File: src/rtl/seq_detector_param.sv
// Parametrised serial pattern detector with Mealy and Moore outputs
// driven from one shared prefix-tracking state machine.
//
// Ports:
//   clk        rising-edge system clock
//   rst        synchronous active-high reset (priority over en/clr_cnt)
//   en         qualifies j; state holds when low
//   j          serial data bit, PATTERN[PAT_W-1] received first
//   clr_cnt    synchronous clear of match_cnt and cnt_sat
//   mealy_out  combinational match on the completing bit
//   moore_out  registered match, one cycle after mealy_out
//   match_cnt  saturating count of matches
//   cnt_sat    sticky flag, set once match_cnt reaches all-ones
module seq_detector_param #(
    parameter int               PAT_W   = 4,
    parameter logic [PAT_W-1:0] PATTERN = 4'b1001,
    parameter bit               OVERLAP = 1'b1,
    parameter int               CNT_W   = 8
) (
    input  logic             clk,
    input  logic             rst,
    input  logic             en,
    input  logic             j,
    input  logic             clr_cnt,
    output logic             mealy_out,
    output logic             moore_out,
    output logic [CNT_W-1:0] match_cnt,
    output logic             cnt_sat
);

    localparam int SW = $clog2(PAT_W + 1);
    localparam int NS = 1 << SW;
    localparam logic [SW-1:0] S_FULL = SW'(PAT_W);
    localparam logic [CNT_W-1:0] CNT_MAX = '1;

    // Longest pattern prefix that is a suffix of (matched prefix, b).
    // A full match restarts from an empty prefix when overlap is off.
    function automatic int nxt_f(input int s, input logic b);
        int sp;
        int len;
        int best;
        logic ok;
        logic [PAT_W:0] seq;
        sp = (s == PAT_W && !OVERLAP) ? 0 : s;
        len = sp + 1;
        seq = '0;
        for (int i = 0; i < PAT_W; i++) begin
            if (i < sp) seq[i] = PATTERN[PAT_W-1-i];
        end
        seq[sp] = b;
        best = 0;
        for (int k = 1; k <= PAT_W; k++) begin
            if (k <= len) begin
                ok = 1'b1;
                for (int m = 0; m < k; m++) begin
                    if (PATTERN[PAT_W-1-m] != seq[len-k+m]) ok = 1'b0;
                end
                if (ok) best = k;
            end
        end
        return best;
    endfunction

    logic [SW-1:0] tbl0 [NS];
    logic [SW-1:0] tbl1 [NS];

    // Encodings above PAT_W are unreachable; they fall back to 0.
    for (genvar g = 0; g < NS; g++) begin : g_tbl
        if (g <= PAT_W) begin : g_v
            localparam int N0 = nxt_f(g, 1'b0);
            localparam int N1 = nxt_f(g, 1'b1);
            assign tbl0[g] = SW'(N0);
            assign tbl1[g] = SW'(N1);
        end else begin : g_u
            assign tbl0[g] = '0;
            assign tbl1[g] = '0;
        end
    end

    logic [SW-1:0] s;
    logic [SW-1:0] s_adv;
    logic [SW-1:0] s_next;

    always_ff @(posedge clk) begin
        if (rst) s <= '0;
        else     s <= s_next;
    end

    always_comb begin
        s_adv  = j ? tbl1[s] : tbl0[s];
        s_next = s;
        if (en) s_next = s_adv;
    end

    assign mealy_out = en & (s_adv == S_FULL);
    assign moore_out = (s == S_FULL);

    always_ff @(posedge clk) begin
        if (rst) begin
            match_cnt <= '0;
            cnt_sat   <= 1'b0;
        end else if (clr_cnt) begin
            match_cnt <= '0;
            cnt_sat   <= 1'b0;
        end else if (mealy_out && match_cnt != CNT_MAX) begin
            match_cnt <= match_cnt + 1'b1;
            if (match_cnt == CNT_MAX - 1'b1) cnt_sat <= 1'b1;
        end
    end

endmodule

File: config.mk
export PLATFORM = sky130hd
export DESIGN_NAME = seq_detector_param
export DESIGN_NICKNAME = d
export VERILOG_FILES = /design/src/rtl/seq_detector_param.sv
export SDC_FILE = /design/constraint.sdc
export NUM_CORES = 1
export LEC_CHECK = 0
export ABC_AREA = 1
export BUFFER_PORTS_ARGS = -buffer_cell sky130_fd_sc_hd__buf_2
export CORE_MARGIN = 4
export CORE_UTILIZATION = 29
export DETAILED_ROUTE_END_ITERATION = 16
export GPL_ROUTABILITY_DRIVEN = 0
export PLACE_DENSITY = 0.57
export SYNTH_ARGS = -nofsm -noshare
export SYNTH_HDL_FRONTEND = slang
export SYNTH_SLANG_ARGS = --single-unit
File: constraint.sdc
create_clock -name clk -period 2.4 [get_ports clk]
set_input_delay 0.48 -clock clk [delete_from_list [all_inputs] [get_ports clk]]
set_output_delay 0.48 -clock clk [all_outputs]
set_load 0.02 [all_outputs]
# After elaboration in Yosys (flattened, before gate mapping)

Memories as Yosys holds them, arrays and structs flattened.
Cells that the tools add are included.

Register bits after elaboration: 12
ROM bits: 48
Input port bits: 5
Output and inout port bits: 11
Word-level logic and storage cells: 21
Memories: 2

Add/subtract/negate cells: 1
$lt $le $gt $ge: 1
Eq/ne operators: 4
Mux-type cells: 5
Bitwise operators: 2
Reduce and logical (&&, ||, !) cells: 3

Memory list:

| name             | depth | bits a word | read ports | clocked after Yosys merged registers in | wr ports | line | RTL |
|---|---|---|---|---|---|---|---|
| (name not given) | 8     | 3           | 1          | 0                                       | 0        | 90   | `s_adv = j ? tbl1[s] : tbl0[s];` |
| (name not given) | 8     | 3           | 1          | 0                                       | 0        | 90   |  |

Operator list:

| operator              | number |
|---|---|
| $mux W3               | 5 |
| $add A8 B1 Y8 const B | 1 |
| $eq A8 B8 Y1 const B  | 1 |
| $ne A8 B8 Y1 const B  | 1 |
| $eq A3 B3 Y1 const B  | 2 |
| $ge A4 B4 Y1 const B  | 1 |
| $not A3 Y4            | 1 |
| $reduce_and A2 Y1     | 1 |
| $reduce_or A2 Y1      | 1 |
| $and A1 B1 Y1         | 1 |
| $logic_and A1 B1 Y1   | 1 |

# Logic depth before layout (Yosys ltp)

Gate-level depths: netlist of run 1.

Word-level depth: 9
Mapped depth: 9
Gate-level depth less buffers: 9

# Least setup slack after synthesis of run 1

Ideal clock, no wire load.

Path kind: register -> register
Start: reg match_cnt[1]
End: reg match_cnt[0]
Library setup time: 0.116 ns
Arrival: 1.269 ns
Data required time: 2.284 ns
Slack: 1.015 ns
Stages on the path, launching flop included: 9
Path buffers: 0
Period minus slack after synthesis: 1.385 ns
Cells stage by stage: dfxtp_1 -> ha_1 -> nand3_2 -> clkinv_2 -> nand2_4 -> nand2_8 -> inv_4 -> nor2_1 -> nor2_1

Longest elaborated chain between the ends: 2

RTL lines:

| what                   | line | RTL |
|---|---|---|
| start, declared        | 27   | `output logic [CNT_W-1:0] match_cnt,` |
| start signal, assigned | 106  | `match_cnt <= match_cnt + 1'b1;` |
| $ne A8 B8 Y1           | 105  | `end else if (mealy_out && match_cnt != CNT_MAX) begin` |
| $logic_and A1 B1 Y1    | 105  |  |

Every way passes these cells.
A chain may end at the register's enable or synchronous reset.

# Worst setup path after layout of run 1

Start: reg s[1]
End: out mealy_out

Longest elaborated chain between the ends: 7
Elaborated cells between the ends (all ways): 10
Those cells by class: eq/ne: 1; mux: 5; bitwise: 2; memory: 2

RTL lines:

| what                                       | line | RTL |
|---|---|---|
| start, declared                            | 80   | `logic [SW-1:0] s;` |
| start signal, assigned                     | 86   | `else s <= s_next;` |
| $not A3 Y4 (not written as such) *         | 90   |  |
| $mem_v2 Z8 W3                              | -    |  |
| $mux W3 (not written as such) (2 in a row) | 90   |  |
| $mux W3 *                                  | 90   |  |
| $eq A3 B3 Y1 *                             | 95   | `assign mealy_out = en & (s_adv == S_FULL);` |
| $and A1 B1 Y1 *                            | 95   |  |
| end, declared                              | 25   | `output logic mealy_out,` |

Mark *: on every way between the ends. The rest lies on a longest branch, timed or not. The select of a mux whose other input is x is not followed.

==> results of run 1 <==
power groups by stage:
stage | Clock, W | Sequential [W] | Combinational, W
floorplan | 0 | 0.000208 | 0.0000176
global placement | 0 | 0.000208 | 0.0000263
detailed placement | 0 | 0.000208 | 0.0000269
CTS | 0.000167 | 0.000203 | 0.0000271
global route | 0.000176 | 0.000204 | 0.0000307
finish | 0.000162 | 0.000203 | 0.0000267
logic make-up (layout without fill, tap and decap cells):
| family | count (synthesis) | after routing | share of synthesized area |
|---|---|---|---|
| and+or+nand+nor | 62 | 62 | 0.409 |
| buffers and inverters | 17 | 36 | 0.0887 |
| DFF | 12 | 12 | 0.315 |
| AOI/OAI and AO/OA | 11 | 11 | 0.0772 |
| adders and majority gates | 6 | 6 | 0.0985 |
| xor gates and xnor gates | 1 | 1 | 0.0115 |
critical path: cells and delay by family, from the launching register on:
family,cells,cell delay [ns]
DFF,1,0.38
buffers and inverters,1,0.20
adders and majority gates,1,0.20
and+or+nand+nor,2,0.31
state kept, by name, indices dropped and copies added, names as in the netlist:
register	cells
match_cnt	8
s	3
cnt_sat	1
cell usage after synthesis (all sizes together):
library cell  instances  area share
inv                  16       0.082
o21ai                 1      0.0066
a211oi                1      0.0099
xor2                  1       0.011
nor2                 20        0.13
clkinv                1      0.0066
nand4                 3       0.025
a21oi                 8       0.053
nand3                 7       0.059
nand2                32        0.20
dfxtp                12        0.32
ha                    6       0.099
a31oi                 1      0.0082
layout by cell type, fill, tap and decap left out, types with 2 or more instances in the layout:
cell type	n
nand2_2	2
nand3_1	5
nand2_1	28
ha_1	6
nor2_1	18
a21oi_1	8
nand4_1	3
clkbuf_4	3
inv_1	14
dfxtp_1	12
buf_2	15
nand3_2	2
metrics by stage:
step | std cells | utilization
2_1_floorplan | 109 | -
3_3_place_gp | 154 | 0.350
3_5_place_dp | 154 | 0.350
4_1_cts | 158 | 0.364
5_1_grt | 158 | 0.364
6_report | 158 | 0.364
area by class of cell:
class | instances | area, um2 | share of cell area
timing repair buffer | 15 | 75.1 | 0.0824
sequential | 12 | 240 | 0.264
clock buffer | 4 | 36.3 | 0.0398
tap | 30 | 37.5 | 0.0412
multi-input combinational | 80 | 454 | 0.499
inverter | 17 | 67.6 | 0.0742
routing by layer:
layer	global-route usage	routed length [um]	share of wire
met2	0.137	658	0.44
met5	0	0	0
met4	0.0680	23	0.015
met1	0.119	761	0.51
met3	0.0283	50	0.033
worst max-delay path by stage:
stage                                   start                   endpoint  slack (ns)  cells past startpoint
global placement                            j                  mealy_out        0.82                      4
floorplan           match_cnt[1]$_SDFFE_PP0P_  match_cnt[0]$_SDFFE_PP0P_        1.02                      8
global route                s[1]$_SDFFE_PP0P_                  mealy_out        0.45                      4
finish                      s[1]$_SDFFE_PP0P_                  mealy_out        0.55                      4
CTS                         s[1]$_SDFFE_PP0P_                  mealy_out        0.54                      4
detailed placement                          j                  mealy_out        0.81                      4
==> results.txt, run 1 <==
status: completed
area grow syn2layout: 19.5%
Critical Path AT: 1.37 ns
Vias per Instance: 4.41
Placement Setup Slack: 0.805 ns
Hold Crit Class: in -> reg
Initial DRT Pass Iterations: 4
number of synthesized register bits: 12
Netlist cell types: 21
Clock Tree Root: clkbuf_4
fin area: 911 um2
Leak: 0.431 nW
Hold WS: 0.415 ns
core box area: 2500 um2
element type at the critical path start: register
Final WS setup: 0.554 ns
total CTS buffers: 3
Final HPWL DP: 1.16 mm
clock share of power: 0.413
initial core utilization: 0.305
max frequency: 0.542 GHz
PD cells: 430 nW/um2
syn avg cell area: 6.99 um2
Gate power share: 0.068
Fin Setup TNS: 0 ns
DR WL/cell: 9.46 um
CP max-delay cell: dfxtp_1
initial antenna violation count: 0
largest net degree at the start of global routing: 9
hold path depth: 2
Pwr Total: 0.000392 W
clk buf depth: 2
Worst Tran Pin Value: 0.435 ns
nets: 140
worst hold start: rst
FF-to-FF setup slack: 1.03 ns
sequential share of the synthesized area: 0.315
DRC: 0
die area: 3510 um2
slowest stage delay, CP: 0.38 ns
chip height: 59.3 um
Switch Pwr: 0.0000891 W
Mapped Nets: 120
final hold violation count: 0
Hold EP: s[0]$_SDFFE_PP0P_
max_cap viols: 0
Crit Reg-Reg Endpoint: match_cnt[1]$_SDFFE_PP0P_
CTS H-tree lvls: 1
Std-Cell Rows: 18
routed wire length: 1.50 mm
# resized after CTS: 0
setup violators final: 0
synthesis warning total: 0
first-pass GRT wire length: 2.48 mm
minimum clock period: 1.85 ns
Final Skew: 0.0101 ns
Net Sw Frac: 0.227
Post-Syn Area: 762 um2
port bufs: 15
DP Area: 875 um2
Post-Syn Instances: 109
# diodes: 0
unrepaired setup endpoints after global routing: false
clock latency at the later pin of the worst-skew pair: 0.27 ns
GRT Resource Usage Total: 0.0951
global route total overflow: 0
CP endpoint kind: output port
final max-slew violation count: 0
DR iter-0 viols: 11
final period utilization: 0.769
WS Path Type: reg -> out
io pins: 16
DIE WIDTH: 59.3 um
Clock Sinks: 12
Setup Fix Bufs, Post-CTS: 0
R2R depth: 9
layout cells sized above 1: 0.234
worst-path maximum fanout: 7
VDD IR max: 0.316 mV
part of the power in registers: 0.519
Pint: 0.000303 W
CP Cell Sequence: ha_1 -> nand3_2 -> nor2_8 -> buf_2
vias in the first global route: 594
reg2reg start: match_cnt[1]$_SDFFE_PP0P_
CP required: 1.92 ns
vias: 697
Fill cells: 280
hold_buf cts: 0
TritonCTS clock tree: yes
slew margin rel.: 0.709
clock slew at reported path FFs: 0.07 ns
antenna violation net count after detailed routing: 0
Power figures use the tool's default switching activity.
==> inputs of run 2 (changes only) <==
clock period = 1.88 ns   (was 2.4 ns; I/O delays follow)
==> run 2 against run 1 <==
  * Global-route usage grew 0.89 points
  * Clock power is 28% higher
  * Utilization unchanged
  * Power increased by 28%
  * Non-clock buffer count did not move
  * Highest routed layer unchanged
==> results.txt, run 2 (same netlist as run 1, synthesis figures left out) <==
Post-Layout Cell Count: 158 (unchanged)
minimum clock period: 1.73 ns
# resized after CTS: 0 (unchanged)
FF-to-FF setup slack: 0.51 ns (was 1.03 ns)
unrepaired setup endpoints after global routing: false (unchanged)
max frequency: 0.578 GHz
Fin Setup TNS: 0 ns (unchanged)
Initial DRT Pass Iterations: 2 (was 4)
hold path depth: 2 (unchanged)
Final WS setup: 0.149 ns (was 0.554 ns)
DR iter-0 viols: 12 (was 11)
VDD IR max: 0.306 mV (was 0.316 mV)
clock share of power: 0.414 (was 0.413)
Final HPWL DP: 1.18 mm (was 1.16 mm)
port bufs: 15 (unchanged)
Std-Cell Rows: 18 (unchanged)
core box area: 2500 um2 (unchanged)
clk buf depth: 2 (unchanged)
top flop regs: match_cnt: 8 flops, s: 3 flops, cnt_sat: 1 flops (unchanged)
io pins: 16 (unchanged)
WS Path Type: reg -> out (unchanged)
R2R depth: 9 (unchanged)
Critical Path AT: 1.36 ns (was 1.37 ns)
Gate power share: 0.069 (was 0.068)
Hold Crit Class: in -> reg (unchanged)
clock latency at the later pin of the worst-skew pair: 0.28 ns (was 0.27 ns)
max_cap viols: 0 (unchanged)
CP required: 1.50 ns (was 1.92 ns)
CP endpoint kind: output port (unchanged)
Clock Tree Root: clkbuf_4 (unchanged)
commonest non-fill, non-tap cell in the layout: nand2_1 (unchanged)
CTS H-tree lvls: 1 (unchanged)
DIE WIDTH: 59.3 um (unchanged)
worst-path maximum fanout: 7 (unchanged)
vias in the first global route: 628 (was 594)
final period utilization: 0.921
total CTS buffers: 3 (unchanged)
# diodes: 0 (unchanged)
die area: 3510 um2 (unchanged)
most frequent cells in the layout: nand2_1, nor2_1, buf_2 (unchanged)
max FFs per register: 8 (unchanged)
Most flops, register: match_cnt (unchanged)
antenna violation net count after detailed routing: 0 (unchanged)
routed wire length: 1.50 mm (about the same)
Hold EP: s[0]$_SDFFE_PP0P_ (unchanged)
Vias per Instance: 4.45 (was 4.41)
initial antenna violation count: 0 (unchanged)
area grow syn2layout: 19.5% (unchanged)
DRC: 0 (unchanged)
final max-slew violation count: 0 (unchanged)
initial core utilization: 0.305 (unchanged)
Cells after DPL: 154 (unchanged)
hold_buf cts: 0 (unchanged)
TritonCTS clock tree: yes (unchanged)
element type at the critical path start: register (unchanged)
Setup Fix Bufs, Post-CTS: 0 (unchanged)
part of the power in registers: 0.517 (was 0.519)
Placement Setup Slack: 0.442 ns (was 0.805 ns)
clock slew at reported path FFs: 0.07 ns (about the same)
Clock Sinks: 12 (unchanged)
largest net degree at the start of global routing: 9 (unchanged)
final hold violation count: 0 (unchanged)
PD cells: 551 nW/um2 (was 430 nW/um2)
Leak: 0.431 nW (unchanged)
vias: 703 (was 697)
Final Skew: 0.00476 ns (was 0.0101 ns)
worst hold start: rst (unchanged)
setup violators final: 0 (unchanged)
reg2reg start: match_cnt[1]$_SDFFE_PP0P_ (unchanged)
first-pass GRT wire length: 2.73 mm (was 2.48 mm)
layout cells sized above 1: 0.234 (unchanged)
Crit Reg-Reg Endpoint: match_cnt[1]$_SDFFE_PP0P_ (unchanged)
DR WL/cell: 9.49 um (was 9.46 um)
Pint: 0.000387 W (was 0.000303 W)
status: completed (unchanged)
GRT Resource Usage Total: 0.104 (was 0.0951)
Net Sw Frac: 0.229 (was 0.227)
CP Launch Point: s[1]$_SDFFE_PP0P_ (unchanged)
slew margin rel.: 0.683 (was 0.709)
Worst Tran Pin Value: 0.474 ns (was 0.435 ns)
nets: 140 (unchanged)
chip height: 59.3 um (unchanged)
global route total overflow: 0 (unchanged)
Switch Pwr: 0.000115 W (was 0.0000891 W)
-- run 2: cell counts in the layout (fill, tap and decap cells not counted) --
No cell type changed its count.
-- run 2: how the worst max path moves through the flow --
| stage | end | slack, ns | cells past startpoint |
|---|---|---|---|
| after floorplan | match_cnt[0]$_SDFFE_PP0P_ | 0.50 | 8 |
| after global placement | mealy_out | 0.46 | 4 |
| after detailed placement | mealy_out | 0.44 | 4 |
| after CTS | mealy_out | 0.13 | 4 |
| after global routing | mealy_out | 0.03 | 4 |
| final | mealy_out | 0.15 | 4 |
-- run 2: through the flow --
stage / total power, W / utilization / hold WS (ns) / instance area [um2]
4_1_cts: 0.000513 / 0.364 / 0.297 / 911
5_1_grt: 0.000526 / 0.364 / 0.312 / 911
6_report: 0.000502 / 0.364 / 0.307 / 911
3_5_place_dp: 0.000301 / 0.350 / 0.444 / 875
2_1_floorplan: 0.000288 / - / 0.445 / 762
3_3_place_gp: 0.000299 / 0.350 / 0.443 / 875
-- run 2: final cells by class --
class,count,area (um2)
Timing Repair Buffer,15,75.1
Multi-Input combinational cell,80,454
Inverter,17,67.6
Clock buffer,4,36.3
Tap cell,30,37.5
Fill cell,278,1590
Sequential cell,12,240
-- run 2: critical path, cell delays in order, from the launching register on --
cell and delay, ns:
dfxtp_1 0.38, ha_1 0.20, nand3_2 0.13, nor2_8 0.18, buf_2 0.20
-- run 2: power groups by stage --
stage	combinational, W	clock (W)	sequential [W]
after floorplan	0.0000225	0	0.000265
after global placement	0.0000340	0	0.000265
after detailed placement	0.0000349	0	0.000266
after CTS	0.0000350	0.000218	0.000260
after global routing	0.0000395	0.000226	0.000260
final	0.0000345	0.000208	0.000260
-- run 2: per-layer routing --
layer | GRT usage | wire (um) | vias to the layer above
met1 | 0.133 | 724 | 305
met5 | 0 | 0 | -
li1 | - | - | 384
met4 | 0.0680 | 35 | 0
met3 | 0.0283 | 55 | 4
met2 | 0.151 | 683 | 10
==> inputs of run 3 (changes only) <==
clock period = 2 ns   (was 1.88 ns; I/O delays follow)
==> run 3 against run 2 <==
  * Die area is the same
  * Combinational power down 7.0%
  * Global-route usage is 0.13 points lower
  * Worst hold slack gained 0.025 ns
  * Non-clock buffer count is the same
==> results.txt, run 3 (same netlist as run 1, synthesis figures left out) <==
Final Skew: 0.00938 ns (was 0.00476 ns)
top flop regs: match_cnt: 8 flops, s: 3 flops, cnt_sat: 1 flops (unchanged)
CP required: 1.60 ns (was 1.50 ns)
CP top delay family: flip-flops (unchanged)
most frequent cells in the layout: nand2_1, nor2_1, buf_2 (unchanged)
final hold violation count: 0 (unchanged)
Leak: 0.431 nW (unchanged)
Hold WS: 0.332 ns (was 0.307 ns)
clk buf depth: 2 (unchanged)
unrepaired setup endpoints after global routing: false (unchanged)
layout cells sized above 1: 0.234 (unchanged)
routed wire length: 1.54 mm (was 1.50 mm)
global route total overflow: 0 (unchanged)
DRC: 0 (unchanged)
slew margin rel.: 0.719 (was 0.683)
area grow syn2layout: 19.5% (unchanged)
first-pass GRT wire length: 2.67 mm (was 2.73 mm)
element type at the critical path start: register (unchanged)
antenna violation net count after detailed routing: 0 (unchanged)
CP Cell Sequence: ha_1 -> nand3_2 -> nor2_8 -> buf_2 (unchanged)
# resized after CTS: 0 (unchanged)
# diodes: 0 (unchanged)
GRT Resource Usage Total: 0.103 (was 0.104)
Initial DRT Pass Iterations: 2 (unchanged)
Clock Tree Root: clkbuf_4 (unchanged)
DR iter-0 viols: 6 (was 12)
io pins: 16 (unchanged)
DIE WIDTH: 59.3 um (unchanged)
clock slew at reported path FFs: 0.07 ns (about the same)
minimum clock period: 1.75 ns
max FFs per register: 8 (unchanged)
Hold Crit Class: in -> reg (unchanged)
max frequency: 0.572 GHz
Critical Path AT: 1.35 ns (was 1.36 ns)
vias: 696 (was 703)
max_cap viols: 0 (unchanged)
WP buf/inv: 1 (unchanged)
setup violators final: 0 (unchanged)
port bufs: 15 (unchanged)
WS Path Type: reg -> out (unchanged)
Clock Sinks: 12 (unchanged)
initial antenna violation count: 0 (unchanged)
Fin Setup TNS: 0 ns (unchanged)
CP endpoint kind: output port (unchanged)
status: completed (unchanged)
nets: 140 (unchanged)
final max-slew violation count: 0 (unchanged)
Worst Tran Pin Value: 0.420 ns (was 0.474 ns)
Most flops, register: match_cnt (unchanged)
clock latency at the later pin of the worst-skew pair: 0.27 ns (was 0.28 ns)
core box area: 2500 um2 (unchanged)
final period utilization: 0.874
die area: 3510 um2 (unchanged)
DR WL/cell: 9.72 um (was 9.49 um)
CTS H-tree lvls: 1 (unchanged)
TritonCTS clock tree: yes (unchanged)
VDD IR max: 0.419 mV (was 0.306 mV)
Final HPWL DP: 1.19 mm (was 1.18 mm)
initial core utilization: 0.305 (unchanged)
Vias per Instance: 4.41 (was 4.45)
PD cells: 519 nW/um2 (was 551 nW/um2)
hold_buf cts: 0 (unchanged)
slowest stage delay, CP: 0.37 ns (was 0.38 ns)
total CTS buffers: 3 (unchanged)
Std-Cell Rows: 18 (unchanged)
chip height: 59.3 um (unchanged)
commonest non-fill, non-tap cell in the layout: nand2_1 (unchanged)
vias in the first global route: 597 (was 628)
Setup Fix Bufs, Post-CTS: 0 (unchanged)
largest net degree at the start of global routing: 9 (unchanged)
CP max-delay cell: dfxtp_1 (unchanged)
worst-path maximum fanout: 7 (unchanged)
run 3: cell counts in the layout (fill, tap and decap cells not counted):
No cell type changed its count.
run 3: area by class of cell:
| cell class | count | area (um2) |
|---|---|---|
| Clock buffer | 4 | 36.3 |
| Multi-Input combinational cell | 80 | 454 |
| Fill cell | 273 | 1590 |
| Sequential cell | 12 | 240 |
| Timing Repair Buffer | 15 | 75.1 |
| Inverter | 17 | 67.6 |
| Tap cell | 30 | 37.5 |
run 3: final timing paths:
check / cells after the start / slack (ns) / endpoint / start
worst max-delay path: 4 / 0.25 / mealy_out / s[1]$_SDFFE_PP0P_
worst min-delay path: 2 / 0.33 / s[0]$_SDFFE_PP0P_ / rst
worst max register to register: 9 / 0.64 / match_cnt[1]$_SDFFE_PP0P_ / match_cnt[1]$_SDFFE_PP0P_
worst min register to register: 2 / 0.45 / cnt_sat$_SDFFE_PP0P_ / cnt_sat$_SDFFE_PP0P_
run 3: metal layers:
| layer | track usage | up-vias | routed length [um] |
|---|---|---|---|
| li1 | - | 380 | - |
| met1 | 0.131 | 306 | 763 |
| met2 | 0.150 | 8 | 695 |
| met3 | 0.0283 | 2 | 57 |
| met4 | 0.0680 | 0 | 19 |
| met5 | 0 | - | 0 |
run 3: through the flow:
stage,worst slack (ns),utilization,instance area [um2],power (W),instances
floorplan,0.615,-,762,0.000270,109
global placement,0.557,0.350,875,0.000281,154
detailed placement,0.552,0.350,875,0.000282,154
CTS,0.245,0.364,911,0.000479,158
global route,0.156,0.364,911,0.000498,158
finish,0.253,0.364,911,0.000473,158
run 3: report_power, final:
| group | switching, W | total [W] | internal, W |
|---|---|---|---|
| clock network | 0.0000859 | 0.000197 | 0.000111 |
| registers | 0.00000223 | 0.000244 | 0.000242 |
| logic | 0.0000209 | 0.0000321 | 0.0000112 |
| total | 0.000109 | 0.000473 | 0.000364 |
